File: src/rtl/id_exe_stage_reg.sv
// ID/EXE pipeline register: captures the decoded slot, supports freeze (hold),
// flush (bubble insertion) and keeps a saturating count of inserted bubbles.
module id_exe_stage_reg #(
    parameter int unsigned CNT_W = 16
) (
    input  logic              clk,
    input  logic              rst,
    input  logic              flush,
    input  logic              freeze,
    input  logic              valid_in,
    input  logic [31:0]       pc_in,
    input  logic [31:0]       val_rn_in,
    input  logic [31:0]       val_rm_in,
    input  logic [3:0]        dest_in,
    input  logic [3:0]        src1_in,
    input  logic [3:0]        src2_in,
    input  logic [3:0]        exe_cmd_in,
    input  logic              wb_en_in,
    input  logic              mem_r_en_in,
    input  logic              mem_w_en_in,
    input  logic              b_in,
    input  logic              s_in,
    input  logic              imm_in,
    input  logic [11:0]       shift_operand_in,
    input  logic [23:0]       signed_imm_24_in,
    input  logic [3:0]        status_in,
    output logic              valid_out,
    output logic [31:0]       pc_out,
    output logic [31:0]       val_rn_out,
    output logic [31:0]       val_rm_out,
    output logic [3:0]        dest_out,
    output logic [3:0]        src1_out,
    output logic [3:0]        src2_out,
    output logic [3:0]        exe_cmd_out,
    output logic              wb_en_out,
    output logic              mem_r_en_out,
    output logic              mem_w_en_out,
    output logic              b_out,
    output logic              s_out,
    output logic              imm_out,
    output logic [11:0]       shift_operand_out,
    output logic [23:0]       signed_imm_24_out,
    output logic [3:0]        status_out,
    output logic [CNT_W-1:0]  bubble_cnt
);

    localparam logic [CNT_W-1:0] CNT_MAX = '1;

    typedef struct packed {
        logic        valid;
        logic [31:0] pc;
        logic [31:0] val_rn;
        logic [31:0] val_rm;
        logic [3:0]  dest;
        logic [3:0]  src1;
        logic [3:0]  src2;
        logic [3:0]  exe_cmd;
        logic        wb_en;
        logic        mem_r_en;
        logic        mem_w_en;
        logic        b;
        logic        s;
        logic        imm;
        logic [11:0] shift_operand;
        logic [23:0] signed_imm_24;
        logic [3:0]  status;
    } slot_t;

    slot_t             slot_q, slot_d, slot_in;
    logic [CNT_W-1:0]  cnt_q, cnt_d;

    // Assemble the incoming slot; side-effecting control bits are masked on an empty slot.
    always_comb begin
        slot_in               = '0;
        slot_in.valid         = valid_in;
        slot_in.pc            = pc_in;
        slot_in.val_rn        = val_rn_in;
        slot_in.val_rm        = val_rm_in;
        slot_in.dest          = dest_in;
        slot_in.src1          = src1_in;
        slot_in.src2          = src2_in;
        slot_in.exe_cmd       = exe_cmd_in;
        slot_in.wb_en         = wb_en_in    & valid_in;
        slot_in.mem_r_en      = mem_r_en_in & valid_in;
        slot_in.mem_w_en      = mem_w_en_in & valid_in;
        slot_in.b             = b_in        & valid_in;
        slot_in.s             = s_in        & valid_in;
        slot_in.imm           = imm_in;
        slot_in.shift_operand = shift_operand_in;
        slot_in.signed_imm_24 = signed_imm_24_in;
        slot_in.status        = status_in;
    end

    // Next-state selection: flush beats freeze beats load; counter saturates.
    always_comb begin
        slot_d = slot_q;
        cnt_d  = cnt_q;
        if (flush) begin
            slot_d = '0;
            if (cnt_q != CNT_MAX) begin
                cnt_d = cnt_q + CNT_W'(1);
            end
        end else if (!freeze) begin
            slot_d = slot_in;
        end
    end

    // Stage register with synchronous reset.
    always_ff @(posedge clk) begin
        if (rst) begin
            slot_q <= '0;
            cnt_q  <= '0;
        end else begin
            slot_q <= slot_d;
            cnt_q  <= cnt_d;
        end
    end

    assign valid_out         = slot_q.valid;
    assign pc_out            = slot_q.pc;
    assign val_rn_out        = slot_q.val_rn;
    assign val_rm_out        = slot_q.val_rm;
    assign dest_out          = slot_q.dest;
    assign src1_out          = slot_q.src1;
    assign src2_out          = slot_q.src2;
    assign exe_cmd_out       = slot_q.exe_cmd;
    assign wb_en_out         = slot_q.wb_en;
    assign mem_r_en_out      = slot_q.mem_r_en;
    assign mem_w_en_out      = slot_q.mem_w_en;
    assign b_out             = slot_q.b;
    assign s_out             = slot_q.s;
    assign imm_out           = slot_q.imm;
    assign shift_operand_out = slot_q.shift_operand;
    assign signed_imm_24_out = slot_q.signed_imm_24;
    assign status_out        = slot_q.status;
    assign bubble_cnt        = cnt_q;

endmodule

File: config.mk
export PLATFORM = sky130hd
export DESIGN_NAME = id_exe_stage_reg
export DESIGN_NICKNAME = d
export VERILOG_FILES = /design/src/rtl/id_exe_stage_reg.sv
export SDC_FILE = /design/constraint.sdc
export NUM_CORES = 1
export LEC_CHECK = 0
export ABC_AREA = 1
export BUFFER_PORTS_ARGS = -buffer_cell sky130_fd_sc_hd__buf_4
export CORE_AREA = 2 2 130 132
export DETAILED_ROUTE_END_ITERATION = 6
export DIE_AREA = 0 0 132 134
export GPL_TIMING_DRIVEN = 0
export PLACE_DENSITY = 0.72
export SLEW_MARGIN = 25
export SYNTH_ARGS = -nofsm -noshare
export SYNTH_HDL_FRONTEND = slang
export SYNTH_SLANG_ARGS = --single-unit
File: constraint.sdc
create_clock -name clk -period 1.45 [get_ports clk]
set_input_delay 0.29 -clock clk [delete_from_list [all_inputs] [get_ports clk]]
set_output_delay 0.29 -clock clk [all_outputs]
set_load 0.01 [all_outputs]
==> results.cfg, run 1 <==
[run_status]
status = complete, no violations

[power_and_ir_drop]
pwr-share-clk_pct = 41.8
internal_power_mw = 8.02
power_density_nw_per_um2 = 1080
p_sw_share_pct = 24.7
p_leak_nw = 4.49
combPwrFrac_pct = 10.9
power_mw = 10.6
p_seq_share_pct = 47.2
ir_drop_mv = 0.791
p_switching_mw = 2.63

[clocking]
clock-sinks = 175
tritoncts = yes
ctsHoldBuffers = 0
clock_latency_ns = 0.43
htree_levels = 4
clkTransAtPathRegs_ns = 0.07
cts_root_buf = clkbuf_16
cts_made_buffers = 17
clockBufferDepth = 2

[route]
drcViolationCount = 0
vias_per_cell = 4.74
first_pass_iters = 4
vias = 6754
postRouteAntennaNets = 0
post_drt_wl_per_cell_um = 15.3
drt_iter0_drc = 292
wl_mm = 21.8

[final_layout]
syn2layout_area_growth_pct = 53.3
final_area_um2 = 9870
layout.nets = 1356
fillers = 1548
n_antenna_cell = 0
drive_gt1_share_pct = 37.2

[critical_path]
max_stage_delay_ns = 0.42
worstPathMaxFanout = 5
path_delay_family = simple AND/OR/NAND/NOR gates
arrival_ns = 1.70
reg2reg_from = bubble_cnt[5]$_SDFFE_PP0P_
worst-path-buf-inv = 1
critPathRequiredTime_ns = 1.78
reg2reg_depth = 6
critPathCaptureType = flip-flop
r2r_end = bubble_cnt[15]$_SDFFE_PP0P_
crit_path_top_delay_cell = dfxtp_1
reg2reg_slack_ns = 0.08
startpoint_type = flip-flop
criticalPathCategory = reg -> reg
cp_cell_sequence = nand2_2 > nor2_4 > nand4_4 > buf_6 > a21oi_1 > nor2_1

[placement]
dp_hpwl_mm = 16.5
place_area_um2 = 9240
dp_slack_ns = -0.167
place_congestion = 0.856
port_buffers = 336

[min_path]
min_path_type = in -> reg
min_to = bubble_cnt[4]$_SDFFE_PP0P_
holdPathStages = 2
hp-start = rst

[global_route]
grt_overflow = 0
grt_pass1_wl_mm = 33.0
antenna_found_initial = 0
grt_pass1_vias = 6163
grt_max_degree = 17
gr-usage-all-layers_pct = 24.0

[synth]
syn-cell-area_um2 = 6440
ys_seq_area_share_pct = 54.4
synthCells = 834
ys_ff_latch = 175
post-synth-top-area-cell = dfxtp_1
synth.distinct_cells = 25
ys_warn_count = 0
synth_top_cell_area_share_pct = 54.4
synth_nets = 998
syn_avg_cell_area_um2 = 7.72
synth_top_cells_by_area = dfxtp_1, nand2_1, a21oi_1, buf_2, nor2_1

[sta]
worst_pin_slew_ns = 0.533
period_share_pct = 94.5
finalSetupTns_ns = 0
setup_viol = 0
setup_ws_ns = 0.0794
period_minus_slack_ns = 1.37
report.final.slew_viol_count = 0
slew_headroom_pct = 64.5
finalHoldViolCount = 0
final.setup_skew_ns = 0.00433
fmax_mhz = 730

[die]
die_w_um = 132
fp.coreArea_um2 = 16300
die_h_um = 134
placementRows = 47
initial_core_util_pct = 39.5
die_area_um2 = 17700
io_pins = 338

[job]
drv_cap = 0
-- through the flow --
stage | std cells | hold slack, ns | utilization (%)
global route | 1425 | 0.0322 | 60.6
CTS | 1423 | 0.0209 | 60.3
floorplan | 834 | 0.359 | -
finish | 1425 | 0.0272 | 60.6
global placement | 1390 | 0.443 | 56.7
detailed placement | 1390 | 0.455 | 56.7
-- worst max-delay path by stage --
stage / cells past startpoint / slack [ns] / startpoint / end
final: 6 / 0.08 / bubble_cnt[5]$_SDFFE_PP0P_ / bubble_cnt[15]$_SDFFE_PP0P_
after global routing: 6 / -0.004 / bubble_cnt[5]$_SDFFE_PP0P_ / bubble_cnt[9]$_SDFFE_PP0P_
after CTS: 7 / 0.007 / bubble_cnt[1]$_SDFFE_PP0P_ / bubble_cnt[13]$_SDFFE_PP0P_
after detailed placement: 6 / -0.17 / flush / signed_imm_24_out[14]$_SDFFE_PP0N_
after global placement: 6 / -0.18 / flush / signed_imm_24_out[14]$_SDFFE_PP0N_
after floorplan: 7 / 0.03 / bubble_cnt[1]$_SDFFE_PP0P_ / bubble_cnt[13]$_SDFFE_PP0P_
-- registers in the layout, indices dropped and copies added (netlist names), 4 cells and up --
register,count
status_out,4
signed_imm_24_out,24
pc_out,32
src2_out,4
val_rm_out,32
bubble_cnt,16
shift_operand_out,12
exe_cmd_out,4
src1_out,4
dest_out,4
val_rn_out,32
-- routing by layer --
layer  track usage [%]  wire length (um)  vias to the layer above  share of wire [%]
met1              27.7              8750                     3073                 40
met2              40.2             10600                      250                 48
met5                 0                 0                        -                  0
met3              7.71              1650                       45                7.6
met4              12.0               877                        0                4.0
li1                  -                 -                     3386                  -
-- timing repair --
| action | 4_1_cts | 5_1_grt |
|---|---|---|
| setup buffers | 0 | 2 |
| cloned | 1 | 0 |
| setup endpoints to repair | 12 | 15 |
| gates resized for setup | 5 | 17 |
| pin swaps | 1 | 3 |
-- placed cells by master, fill, tap and decap left out, drive strengths merged --
cell type	count
nand3b	1
dfxtp	175
nor3	1
ha	1
clkinv	4
buf	377
inv	14
nand3	16
o21ai	4
a21oi	169
nor2	40
xor2	1
clkbuf	36
clkinvlp	4
nand2	357
bufinv	1
nand4	4
-- cells by family (layout without fill, tap and decap cells) --
logic type / count (synthesis) / in the layout / share of synthesized area, %
flops: 175 / 175 / 54.4
xor+xnor: 1 / 1 / 0.136
compound gates: 173 / 173 / 13.6
fa+ha+maj: 1 / 1 / 0.194
simple gates: 419 / 419 / 26.9
buf+inv: 65 / 436 / 4.74
-- cell usage after synthesis, drive strengths merged --
cell type and instances:
xor2 1, dfxtp 175, inv 12, a21oi 169, nor3 1, nand3b 1, clkbuf 15, o21ai 4
buf 38, nor2 40, ha 1, nand3 16, nand4 4, nand2 357
-- power groups by stage --
stage	registers (mW)	logic, mW	clock network, mW
6_report	5.03	1.17	4.45
2_1_floorplan	5.20	0.397	0
4_1_cts	5.03	1.18	4.53
3_3_place_gp	5.13	1.17	0
3_5_place_dp	5.14	1.17	0
5_1_grt	5.04	1.28	4.72
-- area by class of cell --
| cell class | count | area (um^2) | area share (%) |
|---|---|---|---|
| plain buffers | 53 | 260 | 2.64 |
| clock inverters | 11 | 109 | 1.10 |
| repair buffers | 339 | 2550 | 25.8 |
| clock buffers | 21 | 460 | 4.67 |
| well taps | 220 | 275 | 2.79 |
| multi-input cells | 594 | 2650 | 26.9 |
| inverters | 12 | 45.0 | 0.456 |
| flip-flops and latches | 175 | 3520 | 35.7 |
Note: power is estimated with default switching activity, not from simulation.
==> run 2, diff against run 1 <==
--- a/config.mk
+++ b/config.mk
@@ -5,13 +5,12 @@
 export SDC_FILE = /design/constraint.sdc
 export NUM_CORES = 1
 export LEC_CHECK = 0
-export ABC_AREA = 1
 export BUFFER_PORTS_ARGS = -buffer_cell sky130_fd_sc_hd__buf_4
 export CORE_AREA = 2 2 130 132
 export DETAILED_ROUTE_END_ITERATION = 6
 export DIE_AREA = 0 0 132 134
 export GPL_TIMING_DRIVEN = 0
-export PLACE_DENSITY = 0.72
+export PLACE_DENSITY = 0.71
 export SLEW_MARGIN = 25
 export SYNTH_ARGS = -nofsm -noshare
 export SYNTH_HDL_FRONTEND = slang
==> run 2 against run 1 <==
  * The flow now finishes with violations (setup timing)
  * Count of clock-buffer cells in the layout is 1 higher
  * Via count is 14% lower
  * First-iteration DRC count is 28% lower
  * Worst hold slack better by 0.069 ns
  * Power is 3.5% higher
  * Non-clock buffer count is 2 lower
==> results.cfg, run 2 <==
[die]
placementRows = 47
initial_core_util_pct = 39.2
die_w_um = 132
fp.coreArea_um2 = 16300
die_h_um = 134
die_area_um2 = 17700
io_pins = 338

[critical_path]
worstSetupStartpoint = bubble_cnt[13]$_SDFFE_PP0P_
critPathRequiredTime_ns = 1.76
startpoint_type = flip-flop
arrival_ns = 1.96
criticalPathCategory = reg -> reg
worstPathMaxFanout = 7
critPathCaptureType = flip-flop
reg2reg_from = bubble_cnt[13]$_SDFFE_PP0P_

[synth]
yosys-mux-area-fraction_pct = 24.5
synth_nets = 777
synthFlopType = dfxtp_1
synth.most_common_cell = dfxtp_1
synth.distinct_cells = 36
syn_avg_cell_area_um2 = 10.4
synthCells = 613
synthAdderAreaFrac_pct = 0.196
synthTopCellsByCount = dfxtp_1, nor2_1, mux2i_1, clkbuf_1, buf_2
ys_warn_count = 0
async_flop_share_pct = 0
synth_top_cell_area_share_pct = 54.8
synth-edff-count = 0
syn-cell-area_um2 = 6390
yosys.area_share.simple_pct = 14.5
ys_seq_area_share_pct = 54.8
synth-compound-area-share_pct = 2.96
synth_top_cells_by_area = dfxtp_1, mux2i_1, nor2_1, clkbuf_1, buf_2
synth_top_family_by_area = multiplexers
ys_ff_latch = 175
post-synth-top-area-cell = dfxtp_1
synthXorXnorAreaFrac_pct = 0.137

[sta]
rsz0062_at_grt = true
report.final.slew_viol_count = 0
final.setup_skew_ns = 0.00852
slew_headroom_pct = 47.6
period_share_pct = 113
period_minus_slack_ns = 1.64
setup_viol = 13
setup_ws_ns = -0.193
fmax_mhz = 609
worst_pin_slew_ns = 0.785
finalHoldViolCount = 0

[placement]
port_buffers = 335
dp_slack_ns = -0.626
place_congestion = 0.810
place_area_um2 = 9220
dp_hpwl_mm = 14.3
dp.cells = 1168

[route]
postRouteAntennaNets = 0
wl_mm = 19.4
first_pass_iters = 4
drt_iter0_drc = 211
vias = 5828
post_drt_wl_per_cell_um = 15.9
vias_per_cell = 4.80
drcViolationCount = 0

[final_layout]
n_antenna_cell = 0
syn2layout_area_growth_pct = 58.8
multiInputGateArea_um2 = 2860
drive_gt1_share_pct = 45.9
fin_util_pct = 62.3
layout_commonest_cell = buf_4
layout.nets = 1147
final_cells = 1215
final_area_um2 = 10100
layout_common_cells = buf_4, nor2_1, dfxtp_1
seqCellArea_um2 = 3550
fillers = 1432

[clocking]
tritoncts = yes
cts_made_buffers = 17
clockBufferDepth = 2
clock_latency_ns = 0.42
htree_levels = 4
clkTransAtPathRegs_ns = 0.07
clock-sinks = 175
cts_root_buf = clkbuf_16

[global_route]
grt_pass1_vias = 5637
grt_overflow = 0
gr-usage-all-layers_pct = 21.2
grt_pass1_wl_mm = 29.7
grt_max_degree = 17
antenna_found_initial = 0

[run_status]
violations = setup timing
status = finished, violations left

[power_and_ir_drop]
ir_drop_mv = 0.731
power_density_nw_per_um2 = 1090
power_mw = 11.0
p_leak_nw = 4.93

[job]
drv_cap = 0

[min_path]
hp-start = exe_cmd_in[2]
min_path_type = in -> reg
-- run 2: cell count changes after synthesis, sizes merged, moves of 9 or more --
cell,change
nand2,-350
a21oi,-156
mux2i,+154
nor2,+123
buf,-19
nand3,-10
inv,-9
-- run 2: per-stage QoR --
step	hold slack, ns	setup TNS (ns)
detailed placement	0.484	-73.22
floorplan	0.434	-0.712
global route	0.0866	-2.02
global placement	0.473	-74.93
finish	0.0963	-1.44
CTS	0.0776	-1.37
-- run 2: where the power goes --
group	leakage (nW)	internal, mW	total, mW	switching [mW]
clock	0.298	2.90	4.77	1.87
combinational	3.20	0.700	1.23	0.534
sequential	1.44	4.94	5.02	0.0824
total	4.93	8.53	11.0	2.49
-- run 2: what timing repair did --
| item | in CTS | in global routing |
|---|---|---|
| resized for setup | 26 | 42 |
| pin swaps | 20 | 7 |
| buffers inserted | 16 | 0 |
| endpoints found under the setup margin | 116 | 90 |
| hold buffers | 0 | 0 |
-- run 2: area by class of cell --
class / count / area share [%]
Sequential cell: 175 / 35.0
Clock inverter: 9 / 1.28
Inverter: 3 / 0.111
Clock buffer: 22 / 4.78
Tap cell: 220 / 2.71
Buffer: 39 / 1.86
Multi-Input combinational cell: 396 / 28.1
Timing Repair Buffer: 351 / 26.1
-- run 2: worst max-delay path, cell delays in order (launching register included) --
cell	delay [ns]
dfxtp_4	0.38
nand4_1	0.09
buf_4	0.17
nor4_4	0.37
buf_4	0.19
nor4b_4	0.04
mux2_4	0.29
-- run 2: worst paths after layout --
check / endpoint / slack, ns / depth (start not counted)
worst min register to register: val_rm_out[25]$_SDFFE_PP0N_ / 0.49 / 2
worst max register to register: bubble_cnt[13]$_SDFFE_PP0P_ / -0.19 / 6
worst max-delay path: bubble_cnt[13]$_SDFFE_PP0P_ / -0.19 / 6
worst min-delay path: exe_cmd_out[2]$_SDFFE_PP0N_ / 0.1 / 3
-- run 2: cells by family after synthesis --
logic type,Yosys count
AO/OA/AOI/OAI,31
XOR/XNOR,1
adder cells (fa/ha/maj),1
buffers and inverters,42
flip-flops,175
multiplexers,156
AND/OR/NAND/NOR,207
-- run 2: routing by layer --
metal | up-vias | wire, um | track usage, %
met3 | 45 | 1180 | 5.67
met2 | 224 | 9760 | 36.9
li1 | 2828 | - | -
met1 | 2731 | 7790 | 24.5
met4 | 0 | 636 | 9.72
met5 | - | 0 | 0
==> run 3, diff against run 2 <==
--- a/config.mk
+++ b/config.mk
@@ -6,11 +6,13 @@
 export NUM_CORES = 1
 export LEC_CHECK = 0
 export BUFFER_PORTS_ARGS = -buffer_cell sky130_fd_sc_hd__buf_4
-export CORE_AREA = 2 2 130 132
+export CELL_PAD_IN_SITES_DETAIL_PLACEMENT = 0
+export CELL_PAD_IN_SITES_GLOBAL_PLACEMENT = 1
+export CORE_MARGIN = 1
+export CORE_UTILIZATION = 33
 export DETAILED_ROUTE_END_ITERATION = 6
-export DIE_AREA = 0 0 132 134
 export GPL_TIMING_DRIVEN = 0
-export PLACE_DENSITY = 0.71
+export PLACE_DENSITY_LB_ADDON = 0.1
 export SLEW_MARGIN = 25
 export SYNTH_ARGS = -nofsm -noshare
 export SYNTH_HDL_FRONTEND = slang
==> run 3 against run 2 <==
  * The flow still finishes with violations (setup timing)
  * Sequential share of layout area is essentially flat
  * Non-clock buffer count is 1 lower
  * Design area fell by 0.27%
  * Critical path type unchanged
  * Utilization shrank 8.6 points
  * Count of clock-buffer cells in the layout decreased by 5
  * Maximum frequency is 0.93% higher
==> results.cfg, run 3 (synthesis results as in run 2) <==
[die]
fp.coreArea_um2 = 18800
die_area_um2 = 19900
io_pins = 338
placementRows = 50
die_h_um = 141
initial_core_util_pct = 33.9
die_w_um = 141

[clocking]
clock_latency_ns = 0.42
htree_levels = 4
tritoncts = yes
cts_root_buf = clkbuf_16
ctsHoldBuffers = 0
clkTransAtPathRegs_ns = 0.07
clockBufferDepth = 2
clock-sinks = 175
cts_made_buffers = 17

[critical_path]
reg2reg_slack_ns = -0.18
criticalPathCategory = reg -> reg
worstSetupStartpoint = bubble_cnt[1]$_SDFFE_PP0P_
reg2reg_depth = 4
arrival_ns = 1.93
critPathRequiredTime_ns = 1.75
critPathCaptureType = flip-flop
reg2reg_from = bubble_cnt[1]$_SDFFE_PP0P_
startpoint_type = flip-flop
worstPathMaxFanout = 8
r2r_end = bubble_cnt[15]$_SDFFE_PP0P_

[route]
postRouteAntennaNets = 0
vias_per_cell = 4.52
drt_iter0_drc = 178
vias = 5667
post_drt_wl_per_cell_um = 15.4
first_pass_iters = 4
drcViolationCount = 0
wl_mm = 19.3

[placement]
port_buffers = 335
place_congestion = 0.743
dp_hpwl_mm = 14.5
place_area_um2 = 9270
dp_slack_ns = -0.698

[power_and_ir_drop]
p_leak_nw = 4.90
power_mw = 11.1
ir_drop_mv = 0.772
power_density_nw_per_um2 = 1090

[min_path]
hp-start = val_rm_in[7]
holdPathStages = 3
min_to = val_rm_out[7]$_SDFFE_PP0N_
min_path_type = in -> reg

[final_layout]
fillers = 1821
layout_common_cells = buf_4, nor2_1, dfxtp_1
layout_commonest_cell = buf_4
n_antenna_cell = 0
final_area_um2 = 10100
drive_gt1_share_pct = 44.8
layout.nets = 1146
syn2layout_area_growth_pct = 58.3

[sta]
period_minus_slack_ns = 1.63
final.setup_skew_ns = 0.00772
fmax_mhz = 614
setup_ws_ns = -0.178
finalHoldViolCount = 0
slew_headroom_pct = 46.6
worst_pin_slew_ns = 0.801
report.final.slew_viol_count = 0
hold_slack_ns = 0.0969
setup_viol = 15
period_share_pct = 112
rsz0062_at_grt = true

[global_route]
gr-usage-all-layers_pct = 18.9
antenna_found_initial = 0
grt_pass1_vias = 5295
grt_pass1_wl_mm = 29.0
grt_overflow = 0
grt_max_degree = 17

[run_status]
violations = setup timing
status = finished, violations left

[job]
drv_cap = 0
run 3: cell count changes in the layout (fill, tap and decap cells not counted), sizes merged:
cell	delta
buf	-1
bufinv	+1
clkbuf	-5
clkinv	+1
inv	+2
run 3: worst max path at each step:
stage	to	slack, ns	cells past startpoint
after floorplan	bubble_cnt[15]$_SDFFE_PP0P_	-0.19	6
after global placement	signed_imm_24_out[22]$_SDFFE_PP0N_	-0.67	6
after detailed placement	signed_imm_24_out[16]$_SDFFE_PP0N_	-0.70	6
after CTS	bubble_cnt[15]$_SDFFE_PP0P_	-0.17	6
after global routing	bubble_cnt[13]$_SDFFE_PP0P_	-0.25	6
final	bubble_cnt[15]$_SDFFE_PP0P_	-0.18	4
run 3: final cells by class:
class	count	area, um^2	area share [%]
multi-input combinational	396	2800	27.6
inverter	3	11.3	0.111
clock buffer	17	425	4.20
buffer	39	189	1.87
sequential	175	3540	35.0
tap	260	325	3.21
timing repair buffer	350	2640	26.1
clock inverter	13	189	1.87
run 3: what timing repair did:
action,CTS,global route
endpoints found under the setup margin,115,117
setup buffers,12,3
pin swaps,13,9
gates resized for setup,21,27
run 3: per-stage QoR:
step,setup TNS (ns),instances,util [%]
finish,-1.39,1253,53.7
global route,-2.91,1253,53.7
CTS,-1.15,1250,53.3
detailed placement,-77.09,1208,49.2
global placement,-75.73,1208,49.2
floorplan,-0.712,613,-
run 3: metal layers:
layer	GRT usage (%)	routed length (um)	vias up
met4	6.18	268	0
li1	-	-	2828
met5	0	0	-
met2	32.9	9610	206
met1	21.8	7800	2613
met3	6.32	1660	20
run 3: where the power goes:
group	leakage [nW]	total (mW)	internal, mW	switching (mW)
logic	3.17	1.22	0.699	0.526
registers	1.43	5.02	4.94	0.0787
clock network	0.296	4.83	2.88	1.95
total	4.90	11.1	8.52	2.56
run 3: critical path, cell delays in order (launching register included):
cell     delay [ns]
dfxtp_4        0.39
nand3_4        0.15
or3_4          0.39
nor4_2         0.26
mux2_4         0.33
